==> src/rtl/voter_session.sv <==
// voter_session: timed multi-judge voting with per-button debounce,
// sticky vote latches, timeout/early close and a thresholded tally.
// LEDs are driven active-low; count/busy/done feed the display logic.
module voter_session #(
    parameter int unsigned N_VOTERS   = 3,
    parameter int unsigned THRESHOLD  = 2,
    parameter int unsigned DEB_CYCLES = 4,
    parameter int unsigned TIMEOUT    = 1000
) (
    input  logic                             clk,
    input  logic                             rst,
    input  logic                             start,
    input  logic [N_VOTERS-1:0]              vote_in,
    output logic [N_VOTERS-1:0]              vote_led,
    output logic                             result_led,
    output logic [$clog2(N_VOTERS+1)-1:0]    count,
    output logic                             busy,
    output logic                             done
);

    localparam int unsigned CNT_W = $clog2(N_VOTERS + 1);
    localparam int unsigned DEB_W = $clog2(DEB_CYCLES + 1);
    localparam int unsigned TMR_W = $clog2(TIMEOUT + 1);

    // Reject parameter sets that make the session meaningless.
    if (N_VOTERS == 0) begin : g_chk_voters
        $error("voter_session: N_VOTERS must be at least 1");
    end
    if (THRESHOLD == 0 || THRESHOLD > N_VOTERS) begin : g_chk_threshold
        $error("voter_session: THRESHOLD must lie in 1..N_VOTERS");
    end
    if (DEB_CYCLES == 0) begin : g_chk_deb
        $error("voter_session: DEB_CYCLES must be at least 1");
    end
    if (TIMEOUT == 0) begin : g_chk_timeout
        $error("voter_session: TIMEOUT must be at least 1");
    end

    typedef enum logic [1:0] {
        S_IDLE,
        S_OPEN,
        S_TALLY,
        S_SHOW
    } state_t;

    state_t              state;
    logic [N_VOTERS-1:0] latch;
    logic [N_VOTERS-1:0] latch_nxt;
    logic [DEB_W-1:0]    deb_cnt [N_VOTERS];
    logic [DEB_W-1:0]    deb_nxt [N_VOTERS];
    logic [TMR_W-1:0]    timer;
    logic [CNT_W-1:0]    tally_c;
    logic                pass_c;
    logic                close_c;

    function automatic logic [CNT_W-1:0] popcount(input logic [N_VOTERS-1:0] v);
        logic [CNT_W-1:0] acc;
        acc = '0;
        for (int i = 0; i < int'(N_VOTERS); i++) begin
            acc = acc + CNT_W'(v[i]);
        end
        return acc;
    endfunction

    // Debounce: count consecutive high samples per open latch, set latch on the last one.
    always_comb begin
        latch_nxt = latch;
        for (int i = 0; i < int'(N_VOTERS); i++) begin
            deb_nxt[i] = deb_cnt[i];
            if (!latch[i]) begin
                if (vote_in[i]) begin
                    if (deb_cnt[i] == DEB_W'(DEB_CYCLES - 1)) begin
                        latch_nxt[i] = 1'b1;
                    end
                    if (deb_cnt[i] != DEB_W'(DEB_CYCLES)) begin
                        deb_nxt[i] = deb_cnt[i] + DEB_W'(1);
                    end
                end else begin
                    deb_nxt[i] = '0;
                end
            end
        end
    end

    // Tally and close conditions, evaluated from the registered latches.
    always_comb begin
        tally_c = popcount(latch);
        pass_c  = (32'(tally_c) >= THRESHOLD);
        close_c = (&latch) || (timer == TMR_W'(TIMEOUT - 1));
    end

    // Session FSM with registered outputs.
    always_ff @(posedge clk or posedge rst) begin
        if (rst) begin
            state      <= S_IDLE;
            latch      <= '0;
            timer      <= '0;
            for (int i = 0; i < int'(N_VOTERS); i++) begin
                deb_cnt[i] <= '0;
            end
            vote_led   <= '1;
            result_led <= 1'b1;
            count      <= '0;
            busy       <= 1'b0;
            done       <= 1'b0;
        end else begin
            done <= 1'b0;
            case (state)
                S_IDLE, S_SHOW: begin
                    if (start) begin
                        state      <= S_OPEN;
                        latch      <= '0;
                        timer      <= '0;
                        for (int i = 0; i < int'(N_VOTERS); i++) begin
                            deb_cnt[i] <= '0;
                        end
                        vote_led   <= '1;
                        result_led <= 1'b1;
                        count      <= '0;
                        busy       <= 1'b1;
                    end
                end
                S_OPEN: begin
                    latch    <= latch_nxt;
                    vote_led <= ~latch_nxt;
                    for (int i = 0; i < int'(N_VOTERS); i++) begin
                        deb_cnt[i] <= deb_nxt[i];
                    end
                    timer <= timer + TMR_W'(1);
                    if (close_c) begin
                        state <= S_TALLY;
                    end
                end
                S_TALLY: begin
                    state      <= S_SHOW;
                    count      <= tally_c;
                    result_led <= ~pass_c;
                    busy       <= 1'b0;
                    done       <= 1'b1;
                end
                default: begin
                    state <= S_IDLE;
                end
            endcase
        end
    end

endmodule
==> config.mk <==
export PLATFORM = sky130hd
export DESIGN_NAME = voter_session
export DESIGN_NICKNAME = d
export VERILOG_FILES = /design/src/rtl/voter_session.sv
export SDC_FILE = /design/constraint.sdc
export NUM_CORES = 1
export LEC_CHECK = 0
export BUFFER_PORTS_ARGS = -buffer_cell sky130_fd_sc_hd__buf_4
export CORE_MARGIN = 4
export CORE_UTILIZATION = 45
export DETAILED_ROUTE_END_ITERATION = 12
export HOLD_SLACK_MARGIN = 0.15
export PLACE_DENSITY = 0.63
export SETUP_SLACK_MARGIN = 0.02
export SYNTH_ARGS = -nofsm -noshare
export SYNTH_HDL_FRONTEND = slang
export SYNTH_SLANG_ARGS = --single-unit
==> constraint.sdc <==
create_clock -name clk -period 3.9 [get_ports clk]
set_input_delay 0.78 -clock clk [delete_from_list [all_inputs] [get_ports clk]]
set_output_delay 0.78 -clock clk [all_outputs]
set_load 0.05 [all_outputs]
### Yosys cells after proc, flatten, opt, wreduce, memory -nomap -nowiden

Cells that the tools add are included.

| storage, ports and cells | value |
|---|---|
| register bits | 32 |
| bits of input ports | 6 |
| output and inout port bits | 8 |
| logic and storage cells | 85 |

| operators by class | value |
|---|---|
| add/subtract/negate cells | 6 |
| magnitude comparators | 1 |
| equal/unequal tests | 18 |
| multiplexer cells | 35 |
| bitwise operators | 2 |
| reductions and logical operators | 12 |

Operators with widths:

| kind | number |
|---|---|
| 3-bit 2-to-1 mux | 11 |
| 10-bit case mux with 2 select lines | 1 |
| 3-bit != test, second input constant | 6 |
| 9-bit case mux with 2 select lines | 1 |
| 3-bit case mux with 2 select lines | 2 |
| 4-bit AND reduction | 3 |
| 1-bit 2-to-1 mux | 11 |
| 10-bit by 1-bit adder with 10-bit output, second input constant | 1 |
| 10-bit equality test, second input constant | 1 |
| 10-bit 2-to-1 mux | 1 |
| 2-bit != test, second input constant | 5 |
| 3-bit by 1-bit adder with 3-bit output, second input constant | 3 |
| 3-bit by 2-bit equality test with 1-bit output, second input constant | 3 |
| 9-bit 2-to-1 mux | 1 |
| 2-bit 2-to-1 mux | 3 |
| 2-bit case mux with 3 select lines | 1 |
| 2-bit AND reduction | 3 |
| 2-bit equality test, second input constant | 2 |
| 1-bit case mux with 2 select lines | 2 |
| 2-bit case mux with 2 select lines | 1 |
| 2-bit nonzero test | 2 |
| 3-bit inverter | 1 |
| 3-bit AND reduction | 1 |
| 1-bit by 1-bit adder with 2-bit output | 1 |
| 7 further kinds | 7 |

### Longest topological paths before layout

Gate-level depths: netlist of the first run.

| logic depth | value |
|---|---|
| depth in word-level cells | 6 |
| mapped depth | 8 |
| mapped depth without buffers | 6 |

### Worst setup path before layout of the first run

No wires, ideal clock.

| timing path | value |
|---|---|
| path kind | register to register |
| start point | register state[0] |
| end point | register deb_cnt[5] (netlist bit) |
| setup time | 128 ps |
| data arrival time | 1758 ps |
| required time | 3772 ps |
| setup slack | 2015 ps |
| stages on the path, launching flop included | 7 |
| buffers on the path | 0 |
| clock period less this slack | 1885 ps |
| cell sequence | dfrtp_1 inv_1 ha_1 mux2i_2 a311oi_2 nor2_1 mux2_1 |

| on the way | value |
|---|---|
| cells in the longest elaborated chain, start to end | 4 |
| elaborated cells on any way between the ends | 10 |
| those cells by class | eq/ne: 5; mux: 1; reduce/logical: 4 |

RTL lines:

| what | line | text |
|---|---|---|
| start: declaration | 46 | `state_t state;` |
| start signal: assignment | 95 | `state <= S_IDLE;` |
| start signal: assignment | 111 | `state <= S_OPEN;` |
| start signal: assignment | 131 | `state <= S_TALLY;` |
| 2-bit equality test or 2-bit zero test (tied branches) | 108 | `case (state)` |
| 2-bit OR reduction | 108 |  |
| 2-bit != test (no source line) or 2-bit nonzero test (tied branches) | - |  |
| 4-bit AND reduction (no source line) | - |  |
| end signal: indexed assignment | 127 | `deb_cnt[i] <= deb_nxt[i];` |
| end: declaration | 49 | `logic [DEB_W-1:0] deb_cnt [N_VOTERS];` |

Several ways; a longest one is shown, not always the timed one.
A chain may end at the register's enable or synchronous reset.

### Worst setup path after layout of the first run

| timing path | value |
|---|---|
| start point | register state[1] |
| end point | register deb_cnt[5] (netlist bit) |

The elaborated chain is that of the path after synthesis.

==> results of run 1 <==
final cells by class:
| class | count | area, um2 |
|---|---|---|
| Fill cell | 316 | 1540 |
| Sequential cell | 32 | 806 |
| Timing Repair Buffer | 15 | 113 |
| Tap cell | 46 | 57.6 |
| Multi-Input combinational cell | 111 | 786 |
| Inverter | 13 | 48.8 |
| Clock buffer | 8 | 90.1 |
sequential cells by signal (all words and copies together), names as in the netlist:
name / cells
busy: 1
deb_cnt: 9
count: 2
done: 1
state: 2
latch: 3
timer: 10
result_led: 1
vote_led: 3
worst min path at each step:
stage / from / endpoint / slack (ns) / depth (start not counted)
global placement: result_led / result_led / 0.45 / 2
finish: result_led / result_led / 0.47 / 2
global route: count[1] / count[1] / 0.50 / 1
floorplan: state[1] / state[1] / 0.48 / 1
detailed placement: result_led / result_led / 0.47 / 2
CTS: result_led / result_led / 0.48 / 2
cell usage in the layout (no fill, tap or decap), types with 3 or more instances in the layout:
cell type,synthesis,routed
a32o_1,3,3
nor2_1,21,21
dfrtp_1,28,28
a21oi_1,3,3
ha_1,13,13
xnor2_1,3,3
buf_4,0,15
nor4_1,3,3
inv_1,13,13
xor2_1,5,5
clkbuf_8,0,6
dfstp_2,4,4
nand2_1,14,14
nand4_1,9,9
o21ai_0,7,7
layer usage:
layer,vias to the layer above,GRT usage,wire length [um]
met5,-,0,0
met4,0,0.0868,63
met3,6,0.0583,103
met2,14,0.282,1680
met1,597,0.215,1510
li1,605,-,-
where the power goes:
| part | switching (W) | internal, W |
|---|---|---|
| Combinational | 0.000308 | 0.000154 |
| Clock | 0.000121 | 0.000144 |
| Sequential | 0.0000419 | 0.000382 |
metrics by stage:
step	power [W]	cell area [um2]	hold slack, ns
2_1_floorplan	0.000774	1660	0.481
3_3_place_gp	0.000879	1810	0.454
3_5_place_dp	0.000897	1810	0.472
4_1_cts	0.00117	1900	0.482
5_1_grt	0.00124	1900	0.501
6_report	0.00115	1900	0.473
cell families after synthesis:
group                      count (synthesis)  share of synthesized area
adders and majority gates                 14                      0.110
muxes                                      5                     0.0348
buffers and inverters                     17                     0.0385
AOI/OAI and AO/OA                         30                      0.138
and+or+nand+nor                           54                      0.149
xor gates and xnor gates                   8                     0.0423
DFF                                       32                      0.487
critical path, stage by stage, from the launching register on:
cell      delay (ns)
dfrtp_1         0.40
inv_1           0.08
ha_1            0.52
mux2i_2         0.30
a311oi_2        0.38
nor2_1          0.12
mux2_1          0.32
==> metrics.txt, run 1 <==
run status complete, no violations; initial core utilization 0.481; Synth cell types 34; IO Port Bufs 13; worst min path class register to register; largest net degree at the start of global routing 33; hold_buf cts 0; Final TNS setup 0 ns; Die Area approximately 0.0047 mm2; Root Driver clkbuf_8; post_cts resized 0; reg2reg path depth 6; DRC viols 0; crit end category register; Final Core Density 0.552; sequential share of the synthesized area 0.487; most common cell in the netlist dfrtp_1; cells after synthesis between 150 and 200; first-pass GRT wire length roughly 5900 um; CTS tree done; row count 21; Post-CTS Setup Repair Bufs 0; Max VDD drop 0.288 mV; crit share post-route 0.574; io pins 14; non-filler cells, final approximately 230; Synth Warn # 0; Final setup viols 0; Area Growth Syn to Fin 14.8%; crit path from state[1]; layout cell share with drive strength beyond 1 0.168; Num CTS Buffers 5; clk_lat worst skew 0.29 ns; largest cells by area after synthesis dfrtp_1 42%, ha_1 9.8%, dfstp_2 6.3%; GRT Total Usage 0.177; Avg Inst Size Synth 10.3 um2; r2r endpoint deb_cnt[5]; most frequently used flop master after synthesis dfrtp_1; clk sinks 32; MaxCap Viol Count 0; Starting DRT DRC Count between 60 and 70; largest area contributor in the netlist dfrtp_1; nets 198; R2R Setup Slk 1.66 ns; CTS Buffer Depth 2; post-DR wirelength/cell about 15 um; H-tree levels 2; Post-Syn Nets 180; Fin. Hold Viols 0; Core Area ~0.0034 mm2; n_diodes 0; DIE WIDTH 68.7 um; remaining antenna violation count 0; pwr dens roughly 610 mW/mm2; TritonRoute pass-1 iters 4; initial antenna violation count 0; Async SR Flop Fraction 1.00; worst relative slew slack 0.612; Final Worst Setup Slack roughly 1.7 ns; Commonest cells post-synth 28 x dfrtp_1, 21 x nor2_1, 14 x nand2_1; RSZ-0062 raised after global routing false; total leakage power 0.888 nW; Avg Vias per Cell 5.43; Post-Syn Area ~0.0017 mm2; max frequency 446 MHz; Req. time, crit path 4.07 ns; WP data arrival 2.41 ns; Slew Viols, Final 0; Die Ht 68.7 um; Yosys reg bits 32; Vias about 1,200; worst slew pin tran approximately 0.58 ns; crit path to deb_cnt[5]; DP Wirelength approximately 2400 um; worst reg2reg startpoint state[1]; share of the synthesized area in the top cell type 0.423; vias in the first global route roughly 1,200; global route total overflow 0; GPL Wtd Cong slightly below 0.8; clk_skew 0.00303 ns; DP Worst Slack roughly 1.7 ns; startpoint types register; routed wire length about 3400 um; DP Cell Count 217; min cycle time layout roughly 2.2 ns; Worst Path Max Fanout 17; EDFF count, synth 0; Crit Path Class register to register; Reg clk slew, reported paths ~0.06 ns
(Power assumes the default switching activity.)
==> inputs of run 2 (changes only) <==
Clock period 3.9 ns to 2.2 ns, I/O delays scaled along.
==> run 2 against run 1 <==
  * Clock-buffer cell count unchanged
  * Via count up 0.57%
  * Routed wire length down 5.1%
  * Non-clock buffer count up 3
  * First-iteration DRC count up 4.5%
  * Die area unchanged
  * Highest routed layer unchanged
  * Largest cell class unchanged
  * Combinational power up 92%
==> metrics.txt, run 2 (synthesis gave the netlist of run 1 again) <==
RSZ-0062 raised after global routing false; commonest non-fill, non-tap cell in the layout dfrtp_1; total leakage power about 0.9 nW; post-DR wirelength/cell 14.0 um; Req. time, crit path 2.37 ns; WP buf/inv 1; Die Area 0.00471 mm2; Final TNS setup 0 ns; CTS Buffer Depth 2; CP peak stage delay around 0.42 ns; post_cts resized 0; Crit Path Class register to register; Core Area around 0.0034 mm2; crit share post-route 0.913; max frequency between 400 and 500 MHz; crit-path cells inv_1 -> ha_1 -> mux2i_2 -> a311oi_2 -> nor2_1 -> mux2_1; Reg with most FFs timer; hold_buf cts 0; Fillers roughly 310; pwr dens 1090 mW/mm2; total chip power 0.00210 W; Die Ht between 60 and 70 um; worst min path class input pin to asynchronous set/reset pin; global route total overflow 0; initial core utilization 0.481; Post-CTS Setup Repair Bufs 0; run status complete, no violations; DP Cell Count 220; clk_skew ~0.0029 ns; MaxCap Viol Count 0; non-filler cells, final 228; CTS tree done; GRT Total Usage 0.160; Fin. Hold Viols 0; IO Port Bufs 13; Reg clk slew, reported paths roughly 0.06 ns; Worst Path Max Fanout 6; DP Wirelength 2260 um; nets roughly 200; layout cell share with drive strength beyond 1 0.181; DIE WIDTH about 69 um; clk sinks 32; Starting DRT DRC Count 70; row count 21; DRC viols 0; H-tree levels 2; Avg Vias per Cell 5.39; worst slew pin tran between 0.4 and 0.5 ns; worst relative slew slack 0.687; Slew Viols, Final 0; routed wire length ~3200 um; WP data arrival between 2 and 2.5 ns; Slowest cell on crit path ha_1; Final setup viols 0; Placed Area roughly 0.0018 mm2; Num CTS Buffers 5; largest registers timer: 10 flops, deb_cnt: 9 flops; remaining antenna violation count 0; largest net degree at the start of global routing 33; crit end category register; GPL Wtd Cong approximately 0.78; Max VDD drop approximately 0.45 mV; max reg flops 10; startpoint types register; min cycle time layout 2.01 ns; Vias around 1,200; n_diodes 0; vias in the first global route between 1,000 and 1,500; io pins 14; most frequent cells in the layout 28 x dfrtp_1, 21 x nor2_1, 18 x buf_4, 14 x nand2_1; clk_lat worst skew approximately 0.28 ns; Area Growth Syn to Fin 16.2%; TritonRoute pass-1 iters 4; final instance area 0.00192 mm2; initial antenna violation count 0; Root Driver clkbuf_8; Final Core Density 0.559; largest delay contributor family on the critical path multiplexers; first-pass GRT wire length approximately 5500 um
-- run 2: power breakdown --
part           switching (W)  internal [W]  leakage, nW  total (W)
Sequential         0.0000743      0.000678        0.419   0.000752
Combinational       0.000577      0.000310        0.438   0.000886
Clock               0.000207      0.000255       0.0455   0.000462
Total               0.000858       0.00124        0.902    0.00210
-- run 2: area by class of cell --
type	count	area, um2	area share
inverters	13	48.8	0.0254
repair buffers	18	135	0.0703
clock buffers	8	90.1	0.0468
multi-input cells	111	786	0.409
well taps	46	57.6	0.0299
flip-flops and latches	32	806	0.419
-- run 2: path summary, 6_finish.rpt --
kind,start,endpoint,slack [ns],cells past startpoint
setup / recovery,state[0],deb_cnt[5],0.19,6
hold / removal,rst,deb_cnt[3],0.25,3
setup reg to reg,state[0],deb_cnt[5],0.19,6
hold reg to reg,result_led,result_led,0.47,2
max in group asynchronous,rst,vote_led[2],1.63,3
min in group clk,vote_in[0],deb_cnt[7],0.46,3
-- run 2: tightest hold or removal path, delay by kind of cell --
| family | cells | cell delay, ns |
|---|---|---|
| buf+inv | 3 | 0.51 |
-- run 2: metrics by stage --
stage / hold slack [ns] / setup WS (ns)
6_report: 0.247 / 0.192
5_1_grt: 0.285 / 0.0363
4_1_cts: 0.254 / 0.163
3_5_place_dp: 0.455 / 0.183
3_3_place_gp: 0.454 / 0.317
2_1_floorplan: 0.481 / 0.315
-- run 2: layer usage --
metal,vias up,global-route usage,share of wire
met4,0,0.0670,0.016
met3,7,0.0438,0.027
met1,604,0.201,0.47
met2,12,0.259,0.48
met5,-,0,0
li1,606,-,-
==> inputs of run 3 (changes only) <==
Settings changed: CORE_ASPECT_RATIO set to 0.5.
==> run 3 against run 2 <==
  * Fmax rose by 3.1%
  * First-iteration DRC count fell by 40%
  * Core utilization fell by 0.60 points
  * Register-to-register slack improved by 0.06 ns
  * Flip-flop and latch count did not move
  * Highest routed layer unchanged
==> metrics.txt, run 3 (synthesis gave the netlist of run 1 again) <==
run status complete, no violations; global route total overflow 0; io pins 14; Root Driver clkbuf_8; total leakage power approximately 0.9 nW; post-DR wirelength/cell approximately 14 um; Post-CTS Setup Repair Bufs 0; Fin. Hold Viols 0; MaxCap Viol Count 0; Starting DRT DRC Count between 40 and 50; max frequency 513 MHz; Die Ht slightly above 50 um; row count 15; crit share post-route 0.886; r2r endpoint deb_cnt[5]; largest registers timer: 10 flops, deb_cnt: 9 flops; DIE WIDTH 93.8 um; Crit Path Class register to register; TritonRoute pass-1 iters 4; largest net degree at the start of global routing 33; first-pass GRT wire length ~5700 um; IO Port Bufs 13; Reg clk slew, reported paths approximately 0.060 ns; Req. time, crit path about 2.4 ns; GPL Wtd Cong ~0.76; GRT Total Usage 0.158; clk_skew 0.00343 ns; min cycle time layout around 1.9 ns; hold_buf cts 0; Reg with most FFs timer; worst relative slew slack 0.649; initial antenna violation count 0; routed wire length between 3000 and 4000 um; layout cell share with drive strength beyond 1 0.181; commonest non-fill, non-tap cell in the layout dfrtp_1; H-tree levels 2; worst min path class input pin to asynchronous set/reset pin; nets ~200; crit end category register; Num CTS Buffers 5; Final Core Density 0.553; vias in the first global route 1,191; CTS tree done; R2R Setup Slk 0.25 ns; initial core utilization 0.474; Final TNS setup 0 ns; post_cts resized 0; Final setup viols 0; startpoint types register; Slew Viols, Final 0; Area Growth Syn to Fin 16.6%; max reg flops 10; Avg Vias per Cell 5.30; most frequent cells in the layout 28 x dfrtp_1, 21 x nor2_1, 18 x buf_4, 14 x nand2_1; Vias 1,235; Worst Path Max Fanout 6; DRC viols 0; n_diodes 0; clk_lat worst skew approximately 0.28 ns; DP Wirelength approximately 2300 um; reg2reg path depth 6; pwr dens 1090 mW/mm2; WP data arrival about 2.1 ns; Die Area 0.00477 mm2; clk sinks 32; CTS Buffer Depth 2; worst reg2reg startpoint state[0]; Final Hold Slack around 0.24 ns; remaining antenna violation count 0; total chip power 0.00209 W; worst slew pin tran between 0.5 and 0.6 ns; Core Area ~0.0035 mm2; RSZ-0062 raised after global routing false; Max VDD drop about 0.43 mV
run 3: cell counts in the layout (fill, tap and decap cells not counted):
No cell type changed its count.
run 3: area by class of cell:
type                            count  area, um2
Fill cell                         318       1560
Inverter                           13       48.8
Clock buffer                        8       90.1
Timing Repair Buffer               18        135
Tap cell                           51       63.8
Multi-Input combinational cell    111        786
Sequential cell                    32        806
run 3: metal layers:
metal	vias to the layer above	global-route usage	wire length (um)
li1	609	-	-
met1	602	0.218	1660
met2	17	0.229	1360
met3	7	0.0544	106
met4	0	0.0576	48
met5	-	0	0
run 3: worst max-delay path by stage:
| stage | end | from |
|---|---|---|
| after floorplan | deb_cnt[5] | state[0] |
| after global placement | deb_cnt[5] | state[0] |
| after detailed placement | deb_cnt[5] | state[0] |
| after CTS | deb_cnt[5] | state[0] |
| after global routing | deb_cnt[1] | state[0] |
| final | deb_cnt[5] | state[0] |
run 3: where the power goes:
group	internal, W	leakage [nW]	switching [W]
Sequential	0.000678	0.419	0.0000799
Clock	0.000255	0.0455	0.000203
Combinational	0.000312	0.437	0.000566
run 3: metrics by stage:
| step | setup slack (ns) | area, um2 | std cells |
|---|---|---|---|
| 6_report | 0.252 | 1930 | 233 |
| 3_3_place_gp | 0.312 | 1840 | 225 |
| 5_1_grt | 0.0637 | 1930 | 233 |
| 2_1_floorplan | 0.315 | 1660 | 160 |
| 3_5_place_dp | 0.249 | 1840 | 225 |
| 4_1_cts | 0.224 | 1930 | 233 |
run 3: critical path, stage by stage (launching register included):
cell and delay [ns]:
dfrtp_1 0.38, inv_1 0.07, ha_1 0.40, mux2i_2 0.36, a311oi_2 0.10, nor2_1 0.20
mux2_1 0.33
